$ cat config.mk
export PLATFORM = sky130hd
export DESIGN_NAME = gpu_fb_arbiter
export DESIGN_NICKNAME = d
export VERILOG_FILES = /design/src/rtl/gpu_pkg.sv /design/src/rtl/gpu_rr_arb2.sv /design/src/rtl/gpu_fb_arbiter.sv
export SDC_FILE = /design/constraint.sdc
export NUM_CORES = 1
export LEC_CHECK = 0
export ABC_AREA = 1
export CORE_UTILIZATION = 41
export DETAILED_ROUTE_END_ITERATION = 16
export GPL_ROUTABILITY_DRIVEN = 0
export PLACE_DENSITY = 0.77
export REMOVE_ABC_BUFFERS = 1
export SYNTH_ARGS = -nofsm -noshare
export SYNTH_HDL_FRONTEND = slang
export SYNTH_SLANG_ARGS = --single-unit
$ cat constraint.sdc
create_clock -name I_CLK -period 3.5 [get_ports I_CLK]
set_input_delay 0.7 -clock I_CLK [delete_from_list [all_inputs] [get_ports I_CLK]]
set_output_delay 0.7 -clock I_CLK [all_outputs]
set_load 0.05 [all_outputs]
$ cat src/rtl/gpu_pkg.sv
// Shared frame-buffer geometry, colours, pixel request payload and arbiter state encoding.
package gpu_pkg;

  localparam int unsigned H_RES  = 640;
  localparam int unsigned V_RES  = 400;
  localparam int unsigned ADDR_W = 18;
  localparam int unsigned DATA_W = 16;
  localparam int unsigned ROW_W  = 10;
  localparam int unsigned COL_W  = 10;

  localparam logic [DATA_W-1:0] WHITE = 16'hFFFF;
  localparam logic [DATA_W-1:0] BG    = 16'h0430;

  typedef struct packed {
    logic [ROW_W-1:0]  row;
    logic [COL_W-1:0]  col;
    logic [DATA_W-1:0] data;
  } pix_req_t;

  typedef enum logic [1:0] {
    IDLE = 2'd0,
    PEND = 2'd1,
    HOLD = 2'd2
  } state_t;

endpackage

$ cat src/rtl/gpu_rr_arb2.sv
// Two-way round-robin grant; the last-served pointer moves only when a transfer completes.
module gpu_rr_arb2 (
  input  logic       i_clk,
  input  logic       i_rst,
  input  logic [1:0] i_valid,
  input  logic       i_xfer,
  output logic       o_grant
);

  logic r_last;

  always_ff @(posedge i_clk) begin
    if (i_rst) begin
      r_last <= 1'b1;
    end else if (i_xfer) begin
      r_last <= o_grant;
    end
  end

  // A lone requester wins outright; contention (or no request) favours the one not served last.
  always_comb begin
    if (i_valid == 2'b01) begin
      o_grant = 1'b0;
    end else if (i_valid == 2'b10) begin
      o_grant = 1'b1;
    end else begin
      o_grant = ~r_last;
    end
  end

endmodule

$ cat src/rtl/gpu_fb_arbiter.sv
// Arbitrates two pixel producers onto the SRAM write port, linearising (row, col) and
// holding the single pending write until the display enters blanking.
module gpu_fb_arbiter
  import gpu_pkg::*;
(
  input  logic              I_CLK,
  input  logic              I_RST,
  input  logic              I_VIDEO_ON,
  input  logic [1:0]        I_REQ_VALID,
  input  logic [19:0]       I_REQ_ROW,
  input  logic [19:0]       I_REQ_COL,
  input  logic [31:0]       I_REQ_DATA,
  output logic [1:0]        O_REQ_READY,
  output logic [ADDR_W-1:0] O_GPU_ADDR,
  output logic [DATA_W-1:0] O_GPU_DATA,
  output logic              O_GPU_WRITE,
  output logic              O_GPU_READ,
  output logic [15:0]       O_WR_CNT,
  output logic [7:0]        O_DROP_CNT
);

  state_t            r_state;
  state_t            w_state_nxt;
  logic [ADDR_W-1:0] r_pend_addr;
  logic [DATA_W-1:0] r_pend_data;
  logic [15:0]       r_wr_cnt;
  logic [7:0]        r_drop_cnt;

  logic              w_grant;
  logic              w_pend_valid;
  logic              w_hold;
  logic [1:0]        w_ready;
  logic              w_xfer;
  logic              w_in_range;
  logic              w_fill;
  logic              w_write;
  pix_req_t          w_sel;
  logic [ADDR_W-1:0] w_addr;

  gpu_rr_arb2 u_rr (
    .i_clk   (I_CLK),
    .i_rst   (I_RST),
    .i_valid (I_REQ_VALID),
    .i_xfer  (w_xfer),
    .o_grant (w_grant)
  );

  assign w_pend_valid = (r_state != IDLE);
  assign w_hold       = w_pend_valid && I_VIDEO_ON;
  assign w_ready      = (!I_RST && !I_VIDEO_ON && !w_hold) ? (w_grant ? 2'b10 : 2'b01) : 2'b00;
  assign w_xfer       = |(I_REQ_VALID & w_ready);

  assign w_sel.row  = w_grant ? I_REQ_ROW[19:10]  : I_REQ_ROW[9:0];
  assign w_sel.col  = w_grant ? I_REQ_COL[19:10]  : I_REQ_COL[9:0];
  assign w_sel.data = w_grant ? I_REQ_DATA[31:16] : I_REQ_DATA[15:0];

  // Off-screen pixels are still handshaken so a producer never stalls on them.
  assign w_in_range = (w_sel.row < ROW_W'(V_RES)) && (w_sel.col < COL_W'(H_RES));
  assign w_addr     = ADDR_W'(w_sel.row) * ADDR_W'(H_RES) + ADDR_W'(w_sel.col);
  assign w_fill     = w_xfer && w_in_range;
  assign w_write    = w_pend_valid && !I_VIDEO_ON && !I_RST;

  always_ff @(posedge I_CLK) begin
    if (I_RST) begin
      r_state <= IDLE;
    end else begin
      r_state <= w_state_nxt;
    end
  end

  // The entry drains whenever the display is blanked; a new fill may replace it on the same edge.
  always_comb begin
    w_state_nxt = r_state;
    case (r_state)
      IDLE: begin
        if (w_fill) w_state_nxt = PEND;
      end
      PEND, HOLD: begin
        if (I_VIDEO_ON)  w_state_nxt = HOLD;
        else if (w_fill) w_state_nxt = PEND;
        else             w_state_nxt = IDLE;
      end
      default: w_state_nxt = IDLE;
    endcase
  end

  always_ff @(posedge I_CLK) begin
    if (I_RST) begin
      r_pend_addr <= '0;
      r_pend_data <= '0;
      r_wr_cnt    <= '0;
      r_drop_cnt  <= '0;
    end else begin
      if (w_fill) begin
        r_pend_addr <= w_addr;
        r_pend_data <= w_sel.data;
      end
      if (w_write) r_wr_cnt <= r_wr_cnt + 16'd1;
      if (w_xfer && !w_in_range && (r_drop_cnt != 8'hFF)) r_drop_cnt <= r_drop_cnt + 8'd1;
    end
  end

  assign O_REQ_READY = w_ready;
  assign O_GPU_ADDR  = r_pend_addr;
  assign O_GPU_DATA  = r_pend_data;
  assign O_GPU_WRITE = w_write;
  assign O_GPU_READ  = 1'b0;
  assign O_WR_CNT    = r_wr_cnt;
  assign O_DROP_CNT  = r_drop_cnt;

endmodule

* Yosys cells after proc, flatten, opt, wreduce, memory -nomap -nowiden *
Index checks and enable logic that the tools add are counted.

word-level totals
  word-level logic and storage cells = 48
  bits of input ports = 77
  register bits = 61

cells by class
  bitwise gates (word level) = 2
  reduce and logical (&&, ||, !) cells = 17
  $add $sub $neg = 3
  muxes and demuxes = 11
  multipliers = 1
  $lt $le $gt $ge = 2
  eq/ne operators = 6

operators by type and width
  cell                     number
  $mux W10                 2
  $add A18 B10 Y18         1
  $add A16 B1 Y16 const B  1
  $mux W16                 1
  $mul A10 B3 Y11 const B  1
  $lt A10 B10 Y1 const B   1
  $lt A10 B9 Y1 const B    1
  $logic_and A1 B1 Y1      9
  $add A8 B1 Y8 const B    1
  $mux W2                  4
  $ne A8 B8 Y1 const B     1
  $eq A2 B1 Y1 const B     2
  $eq A2 B2 Y1 const B     2
  $logic_not A1 Y1         4
  $pmux W2 S2              1
  $reduce_or A2 Y1         2
  $mux W1                  3
  $and A2 B2 Y2            1
  $logic_not A2 Y1         1
  $ne A2 B2 Y1 const B     1
  $reduce_bool A2 Y1       1
  $not A1 Y1               1

* Depth between registers and ports, before layout *
Gate-level depths: netlist (run 1).

  depth after elaboration = 11
  gate-level depth with buffers = 22
  mapped depth without buffers = 20

* Modules after synthesis *
From an unflattened synthesis (run 1), not the netlist that was laid out.

second synthesis, totals
  cell total of the unflattened synthesis = 586
  area total of the unflattened synthesis = 3793.6 µm²

by module, submodules not included
  module          area an instance (µm²)  instances  cells each
  gpu_fb_arbiter  3733.6                  1          575
  gpu_rr_arb2     60.1                    1          11

* Least setup slack after synthesis (run 1) *
OpenSTA, ideal clock, no wires.

  path type = input port to flip-flop
  from = input I_REQ_VALID[0]
  to = register r_pend_addr[16], in the netlist O_GPU_ADDR[16]
  required time = 3436 ps
  cell stages on the path = 19
  path buffers = 3
  setup slack = -351 ps
  arrival time = 3787 ps
  path through = nand2_1 nand2_4 nand2_8 buf_8 buf_2 buf_2 mux2_2 ha_1 ha_1 fa_1 nand2_1 inv_1 nand4_1 a21oi_1 nand3_1 nor2_1 xor2_1 nor2_1 nor2_1

on the way
  longest elaborated chain between the ends = 8

ends and longest elaborated chain
  what                                                                      RTL line              source
  start: declaration                                                        gpu_fb_arbiter.sv:9   input logic [1:0] I_REQ_VALID,
  parallel branches: the longest is 8 deep, another holds $add A18 B10 Y18  --
  end signal: assignment                                                    gpu_fb_arbiter.sv:95  r_pend_addr <= w_addr;
  end: declaration                                                          gpu_fb_arbiter.sv:24  logic [ADDR_W-1:0] r_pend_addr;

Parallel ways; which one is timed is not known.
A chain may end at the register's enable or synchronous reset.

* Worst setup path in the final report (run 1) *
Ends and elaborated chain as after synthesis.

==> flow_summary.ini, run 1 <==
[route]
viasPerCell = 4.80
drt_pass1_iterations = 4
drc = 0
ant_nets = 0
wirelength_um = 9930
drtIter0Drc = 103
routedWlPerCell_um = 12.1
num_vias = 3949

[die]
die_w_um = 100
fp.dieH_um = 100
die-area_sq_um = 10000
placementRows = 35
core_sq_um = 9280
initial_core_util = 0.424
ios = 139

[global_route]
grt_max_degree = 35
antenna_found_initial = 0
grt_pass1_vias = 3887
grt_pass1_wl_um = 16700
grt_overflow = 0
track_usage = 0.204

[logic_synthesis]
synth_edf_count = 0
yosysSeqAreaShare = 0.310
async_reset_ff_frac = 0
ys.flop_type = dfxtp_1
ys_types = 41
synthCells = 532
ys_warn_count = 0
synth-seq-cells = 61
syn_avg_cell_area_sq_um = 7.41
syn_area_sq_um = 3940

[sta]
tightest_slew_ns = 0.777
drv_slew = 0
slew_headroom = 0.480
period_needed_ns = 3.32
hold_viol = 0
period_share = 0.948
finalSetupTns_ns = 0
hold-worst-slack_ns = 0.463
fmax_mhz = 301
setup_viol = 0
fin_skew_ns = 0.00934

[clock_network]
holdBufCountCts = 0
clock_sinks = 61
cts_tree = done
cts-root-buf = clkbuf_8
htreeDepth = 3
clk_latency_ns = 0.33
cts_inserted_buffers = 9
clk_pin_slew_ns = 0.06
clk_path_buf_depth = 2

[worst_setup_path]
crit_chain = dlygate4sd2_1, nand2_2, nand2_4, nand2_8, buf_4, mux2_2, ha_1, ha_2, fa_1, nand2_1, inv_1, nand4_1, a21oi_2, nand3_2, nor2_1, xor2_1, nor2_1, nor2_1
cp_max_fo = 5
path_delay_family = adder cells
worst_ep_arrival_time_ns = 3.57
max_stage_delay_ns = 0.53
worst-path-buf-inv = 3
path_common_cell = nor2_1
cp.required_ns = 3.75
start_kind = primary input
cp-end-kind = flip-flop
critPathKind = in2reg
cp_slowest_cell = fa_1

[layout]
stdcell_count = 823
post-route-util = 0.619
mostFrequentLayoutCells = nand2_1 (136), clkdlybuf4s50_1 (131), dfxtp_1 (61), inv_1 (58), a21oi_1 (50)
layout-drive-gt1-share = 0.170
fillCellCount = 855
layout_commonest_cell = nand2_1
syn_to_final_growth_pct = 45.9
nNetsFinal = 786
n_antenna_cell = 0

[power]
ir_drop_mv = 0.324
p_leak_nw = 2.44
finalPower_mw = 2.21
p_per_area_nw_per_um2 = 384

[worst_hold_path]
hold_class = reg2reg

[placed_design]
dp_hpwl_um = 7640
port_buffers = 137
placedCellCount = 805

[run]
maxCapViolations = 0

[run_status]
run_status = finished, final reports clean
## flip-flops by register name (all words and copies together) (netlist names)
name,cells
O_GPU_ADDR,18
O_GPU_DATA,16
O_WR_CNT,16
O_DROP_CNT,8
r_state,2
u_rr.r_last,1
## Yosys cell counts, drive strengths merged (5+ instances only)
master  instances  area (sq um)
dfxtp          61          1220
buf            12           113
a21oi          61           343
nand3          36           198
ha             18           225
mux2           26           293
nor2           37           158
nand2         158           719
xor2           12           105
nor3            6          30.0
nand3b          5          37.5
o21ai          15          86.3
inv            60           228
clkbuf          6          22.5
## power by group
| part | internal (mW) | total [mW] | switching [mW] |
|---|---|---|---|
| clock | 0.384 | 0.653 | 0.269 |
| combinational | 0.373 | 0.823 | 0.449 |
| sequential | 0.718 | 0.733 | 0.0148 |
| total | 1.48 | 2.21 | 0.733 |
## metal layers
metal	wire [um]	GRT usage	share of wire
met4	236	0.0680	0.024
met5	0	0	0
met1	4100	0.228	0.41
met2	5040	0.371	0.51
met3	555	0.0571	0.056
## timing repair
action,4_1_cts,5_1_grt
buffers inserted,1,1
pin swaps,1,3
gates cloned,0,0
resized for setup,5,2
endpoints found under the setup margin,1,1
## path summary, 6_finish.rpt
kind	slack (ns)	depth (start not counted)	endpoint	start
worst max register to register	0.49	17	O_GPU_ADDR[16]	u_rr.r_last
worst min register to register	0.46	2	O_GPU_ADDR[10]	O_GPU_ADDR[10]
worst max-delay path	0.18	18	O_GPU_ADDR[16]	I_REQ_VALID[0]
worst min-delay path	0.46	2	O_GPU_ADDR[10]	O_GPU_ADDR[10]
## worst min-delay path, cell delays in order (launching register included)
cell and delay, ns:
dfxtp_1 0.31, nand2_1 0.06, a21oi_1 0.05
## cell families (layout without fill, tap and decap cells)
family | after synthesis | after routing | synth area share
xor gates and xnor gates | 16 | 16 | 0.0356
other | 1 | 1 | 0.000952
muxes | 26 | 26 | 0.0743
buffers and inverters | 78 | 240 | 0.0921
and+or+nand+nor | 250 | 250 | 0.303
adders and majority gates | 20 | 20 | 0.0673
AOI/OAI and AO/OA | 80 | 80 | 0.117
DFF | 61 | 61 | 0.310
## per-stage QoR
step	cell area, sq um	worst slack (ns)
finish	5750	0.181
global placement	5510	-0.268
detailed placement	5510	-0.425
floorplan	3800	0.0378
CTS	5730	0.176
global route	5750	-0.0117
## cell type report
class / instances / area [sq um] / share of cell area
flip-flops and latches: 61 / 1220 / 0.212
multi-input cells: 393 / 2370 / 0.412
clock buffers: 12 / 165 / 0.0287
repair buffers: 164 / 1560 / 0.271
inverters: 60 / 228 / 0.0396
clock inverters: 4 / 45.0 / 0.00783
well taps: 129 / 161 / 0.0281
(Power assumes the default switching activity.)
==> inputs of run 2 (changes only) <==
CORE_MARGIN = 2   (was unset)
==> flow_summary.ini, run 2 (same netlist as run 1, synthesis figures left out) <==
[run_status]
run_status = finished, final reports clean

[layout]
mostFrequentLayoutCells = nand2_1 (136), clkdlybuf4s50_1 (131), dfxtp_1 (61), inv_1 (58), a21oi_1 (50)
stdcell_count = 821
largest_reg_flops = 18
layout-drive-gt1-share = 0.168
fillCellCount = 871
n_antenna_cell = 0
nNetsFinal = 784
syn_to_final_growth_pct = 46.5
layout_commonest_cell = nand2_1

[route]
viasPerCell = 4.78
drt_pass1_iterations = 4
num_vias = 3926
drtIter0Drc = 152
drc = 0
routedWlPerCell_um = 12.2
wirelength_um = 10000
ant_nets = 0

[sta]
rsz0062_at_grt = no
hold_viol = 0
hold-worst-slack_ns = 0.464
fmax_mhz = 317
tightest_slew_ns = 0.840
finalSetupTns_ns = 0
slew_headroom = 0.437
period_needed_ns = 3.16
period_share = 0.902
drv_slew = 0
fin_skew_ns = 0.00740
setup_viol = 0
fin_ws_ns = 0.343

[clock_network]
clk_pin_slew_ns = 0.07
cts-root-buf = clkbuf_8
cts_inserted_buffers = 9
htreeDepth = 3
clk_path_buf_depth = 2
clk_latency_ns = 0.32
cts_tree = done
clock_sinks = 61

[worst_setup_path]
start_kind = primary input
worst_ep_arrival_time_ns = 3.42
cp.required_ns = 3.76
cp_max_fo = 5
cp-end-kind = flip-flop
critPathKind = in2reg

[power]
p_leak_nw = 2.45
ir_drop_mv = 0.200
p_per_area_nw_per_um2 = 400
finalPower_mw = 2.31

[placed_design]
place_ws_ns = -0.363
port_buffers = 137
dp_hpwl_um = 7780
placedCellCount = 805

[run]
maxCapViolations = 0

[global_route]
grt_pass1_wl_um = 16800
track_usage = 0.200
grt_pass1_vias = 3880
grt_overflow = 0
antenna_found_initial = 0
grt_max_degree = 45

[die]
die-area_sq_um = 10400
fp.dieH_um = 102
placementRows = 35
ios = 139
die_w_um = 102
initial_core_util = 0.424
core_sq_um = 9280

[worst_hold_path]
hold_class = reg2reg
==> run 2: cell types whose count changed in the layout (fill, tap and decap cells not counted), sizes merged <==
cell | previous run | this run
buf | 31 | 29
bufinv | 1 | 3
clkbuf | 12 | 10
clkinv | 3 | 2
clkinvlp | 0 | 1
dlygate4sd2 | 2 | 0
dlymetal6s2s | 0 | 2
==> run 2: path summary, 6_finish.rpt <==
path	start	end	slack, ns	cells past startpoint
hold reg to reg	O_GPU_ADDR[12]	O_GPU_ADDR[12]	0.46	2
setup reg to reg	u_rr.r_last	O_GPU_ADDR[16]	0.53	17
setup / recovery	I_REQ_VALID[0]	O_GPU_ADDR[16]	0.34	18
hold / removal	O_GPU_ADDR[12]	O_GPU_ADDR[12]	0.46	2
==> run 2: per-stage QoR <==
step	instance area, sq um	util
3_3_place_gp	5510	0.594
4_1_cts	5760	0.620
5_1_grt	5770	0.622
6_report	5770	0.622
2_1_floorplan	3800	-
3_5_place_dp	5510	0.594
==> run 2: area by class of cell <==
type                            count  area [sq um]  share of cell area
Inverter                           60           228              0.0394
Clock inverter                      6           111              0.0193
Multi-Input combinational cell    393          2370               0.411
Clock buffer                       10           128              0.0221
Sequential cell                    61          1220               0.212
Timing Repair Buffer              162          1550               0.269
Tap cell                          129           161              0.0280
==> run 2: where the power goes <==
| part | total [mW] | switching (mW) | internal, mW | leakage, nW |
|---|---|---|---|---|
| clock network | 0.756 | 0.283 | 0.473 | 0.116 |
| registers | 0.733 | 0.0153 | 0.718 | 0.493 |
| logic | 0.817 | 0.445 | 0.372 | 1.84 |
| total | 2.31 | 0.743 | 1.56 | 2.45 |
==> run 2: timing repair <==
item,CTS,global route
endpoints found under the setup margin,1,5
setup buffers,0,0
pin swaps,0,2
hold endpoints to repair,0,0
hold buffers,0,0
resized for setup,1,7
==> run 2: routing by layer <==
metal / GRT usage / routed length, um / vias to the layer above
li1: - / - / 2029
met1: 0.225 / 4190 / 1792
met2: 0.367 / 5140 / 94
met3: 0.0581 / 576 / 11
met4: 0.0533 / 112 / 0
met5: 0 / 0 / -
==> run 2: worst max-delay path, cell delays in order <==
cell and delay [ns]:
dlymetal6s2s_1 0.15, nand2_2 0.10, nand2_4 0.07, nand2_8 0.08, buf_4 0.13, mux2_2 0.35
ha_1 0.19, ha_1 0.20, fa_1 0.51, nand2_1 0.06, inv_1 0.07, nand4_1 0.11
a21oi_2 0.21, nand3_2 0.10, nor2_2 0.12, xor2_1 0.14, nor2_1 0.05, nor2_1 0.08
==> inputs of run 3 (changes only) <==
CORE_UTILIZATION = 40   (was 41)
PLACE_DENSITY = 0.75   (was 0.77)
==> flow_summary.ini, run 3 (same netlist as run 1, synthesis figures left out) <==
[run_status]
run_status = finished, final reports clean

[global_route]
antenna_found_initial = 0
grt_pass1_vias = 3864
grt_overflow = 0
grt_pass1_wl_um = 16800
grt_max_degree = 46
track_usage = 0.192

[clock_network]
cts_tree = done
htreeDepth = 3
clk_latency_ns = 0.32
clock_sinks = 61
clk_path_buf_depth = 2
cts_inserted_buffers = 9
cts-root-buf = clkbuf_8
clk_pin_slew_ns = 0.06

[power]
finalPower_mw = 2.24
clkPwrFrac = 0.310
combinationalPowerShare = 0.363
intPower_mw = 1.51
switching_share = 0.328
pwr-share-seq = 0.327
p_leak_nw = 2.45
p_per_area_nw_per_um2 = 388
ir_drop_mv = 0.317
p_switching_uw = 735

[placed_design]
port_buffers = 137
place_ws_ns = -0.348
placedCellCount = 809
dp_hpwl_um = 7810
dpl_cell_area_sq_um = 5530

[sta]
period_share = 0.904
finalSetupTns_ns = 0
slew_headroom = 0.467
tightest_slew_ns = 0.795
rsz0062_at_grt = no
setup_viol = 0
hold-worst-slack_ns = 0.466
hold_viol = 0
fin_skew_ns = 0.00641
drv_slew = 0
fin_ws_ns = 0.337
fmax_mhz = 316
period_needed_ns = 3.16

[worst_hold_path]
hold_class = reg2reg

[route]
drc = 0
drt_pass1_iterations = 4
ant_nets = 0
viasPerCell = 4.79
drtIter0Drc = 101
wirelength_um = 9980
num_vias = 3954
routedWlPerCell_um = 12.1

[layout]
syn_to_final_growth_pct = 46.6
post-route-util = 0.596
n_antenna_cell = 0
nNetsFinal = 785
mostFrequentLayoutCells = nand2_1 (136), clkdlybuf4s50_1 (131), dfxtp_1 (61), inv_1 (58), a21oi_1 (50)
layout-drive-gt1-share = 0.165
layout_commonest_cell = nand2_1
stdcell_count = 826
largest_reg_flops = 18
fin_area_sq_um = 5770

[worst_setup_path]
cp_max_fo = 4
worst_ep_arrival_time_ns = 3.42
cp-end-kind = flip-flop
reg2reg_from = u_rr.r_last
rr_worst_depth = 16
cp-startpoint = I_REQ_VALID[0]
crit_path_end = O_GPU_ADDR[16]
reg2reg_slack_ns = 0.53
r2r-end = O_GPU_ADDR[16]
critPathKind = in2reg
start_kind = primary input
cp.required_ns = 3.75

[die]
placementRows = 36
die-area_sq_um = 10700
ios = 139
initial_core_util = 0.407
core_sq_um = 9680
die_w_um = 103
fp.dieH_um = 103

[run]
maxCapViolations = 0
==> run 3: power by group through the flow <==
stage | sequential, mW | combinational, mW | clock (mW)
6_report | 0.733 | 0.813 | 0.695
5_1_grt | 0.736 | 0.901 | 0.744
4_1_cts | 0.733 | 0.813 | 0.712
3_5_place_dp | 0.749 | 0.805 | 0
3_3_place_gp | 0.747 | 0.787 | 0
2_1_floorplan | 0.812 | 0.446 | 0
==> run 3: what timing repair did <==
action,in CTS,in global routing
endpoints found under the setup margin,1,5
hold buffers,0,0
gates resized for setup,1,4
buffers inserted,0,1
pin swaps,0,1
==> run 3: critical path: stages <==
cell and delay (ns):
dlymetal6s2s_1 0.15, nand2_2 0.09, nand2_4 0.07, nand2_8 0.07, mux2_2 0.34, ha_1 0.30, ha_1 0.23, fa_1 0.51
nand2_1 0.06, inv_1 0.07, nand4_1 0.13, a21oi_2 0.20, nand3_1 0.10, nor2_1 0.12, xor2_1 0.15, nor2_1 0.05
nor2_1 0.08
==> run 3: how the worst min path moves through the flow <==
stage	from	to	cells after the start
3_3_place_gp	O_GPU_DATA[15]	O_GPU_DATA[15]	2
3_5_place_dp	O_GPU_ADDR[2]	O_GPU_ADDR[2]	2
5_1_grt	O_GPU_ADDR[13]	O_GPU_ADDR[13]	2
6_report	O_GPU_DATA[13]	O_GPU_DATA[13]	2
2_1_floorplan	r_state[0]	r_state[0]	2
4_1_cts	O_GPU_ADDR[2]	O_GPU_ADDR[2]	2
==> run 3: cell type report <==
class	instances	area (sq um)
Fill cell	917	3910
Multi-Input combinational cell	393	2360
Timing Repair Buffer	163	1570
Sequential cell	61	1220
Inverter	60	228
Tap cell	133	166
Clock buffer	11	141
Clock inverter	5	83.8
==> run 3: layer usage <==
metal  vias up  track usage  share of wire
li1       2026            -              -
met1      1836        0.225           0.43
met2        86        0.355           0.52
met3         6       0.0504          0.049
met4         0       0.0374         0.0079
met5         -            0              0
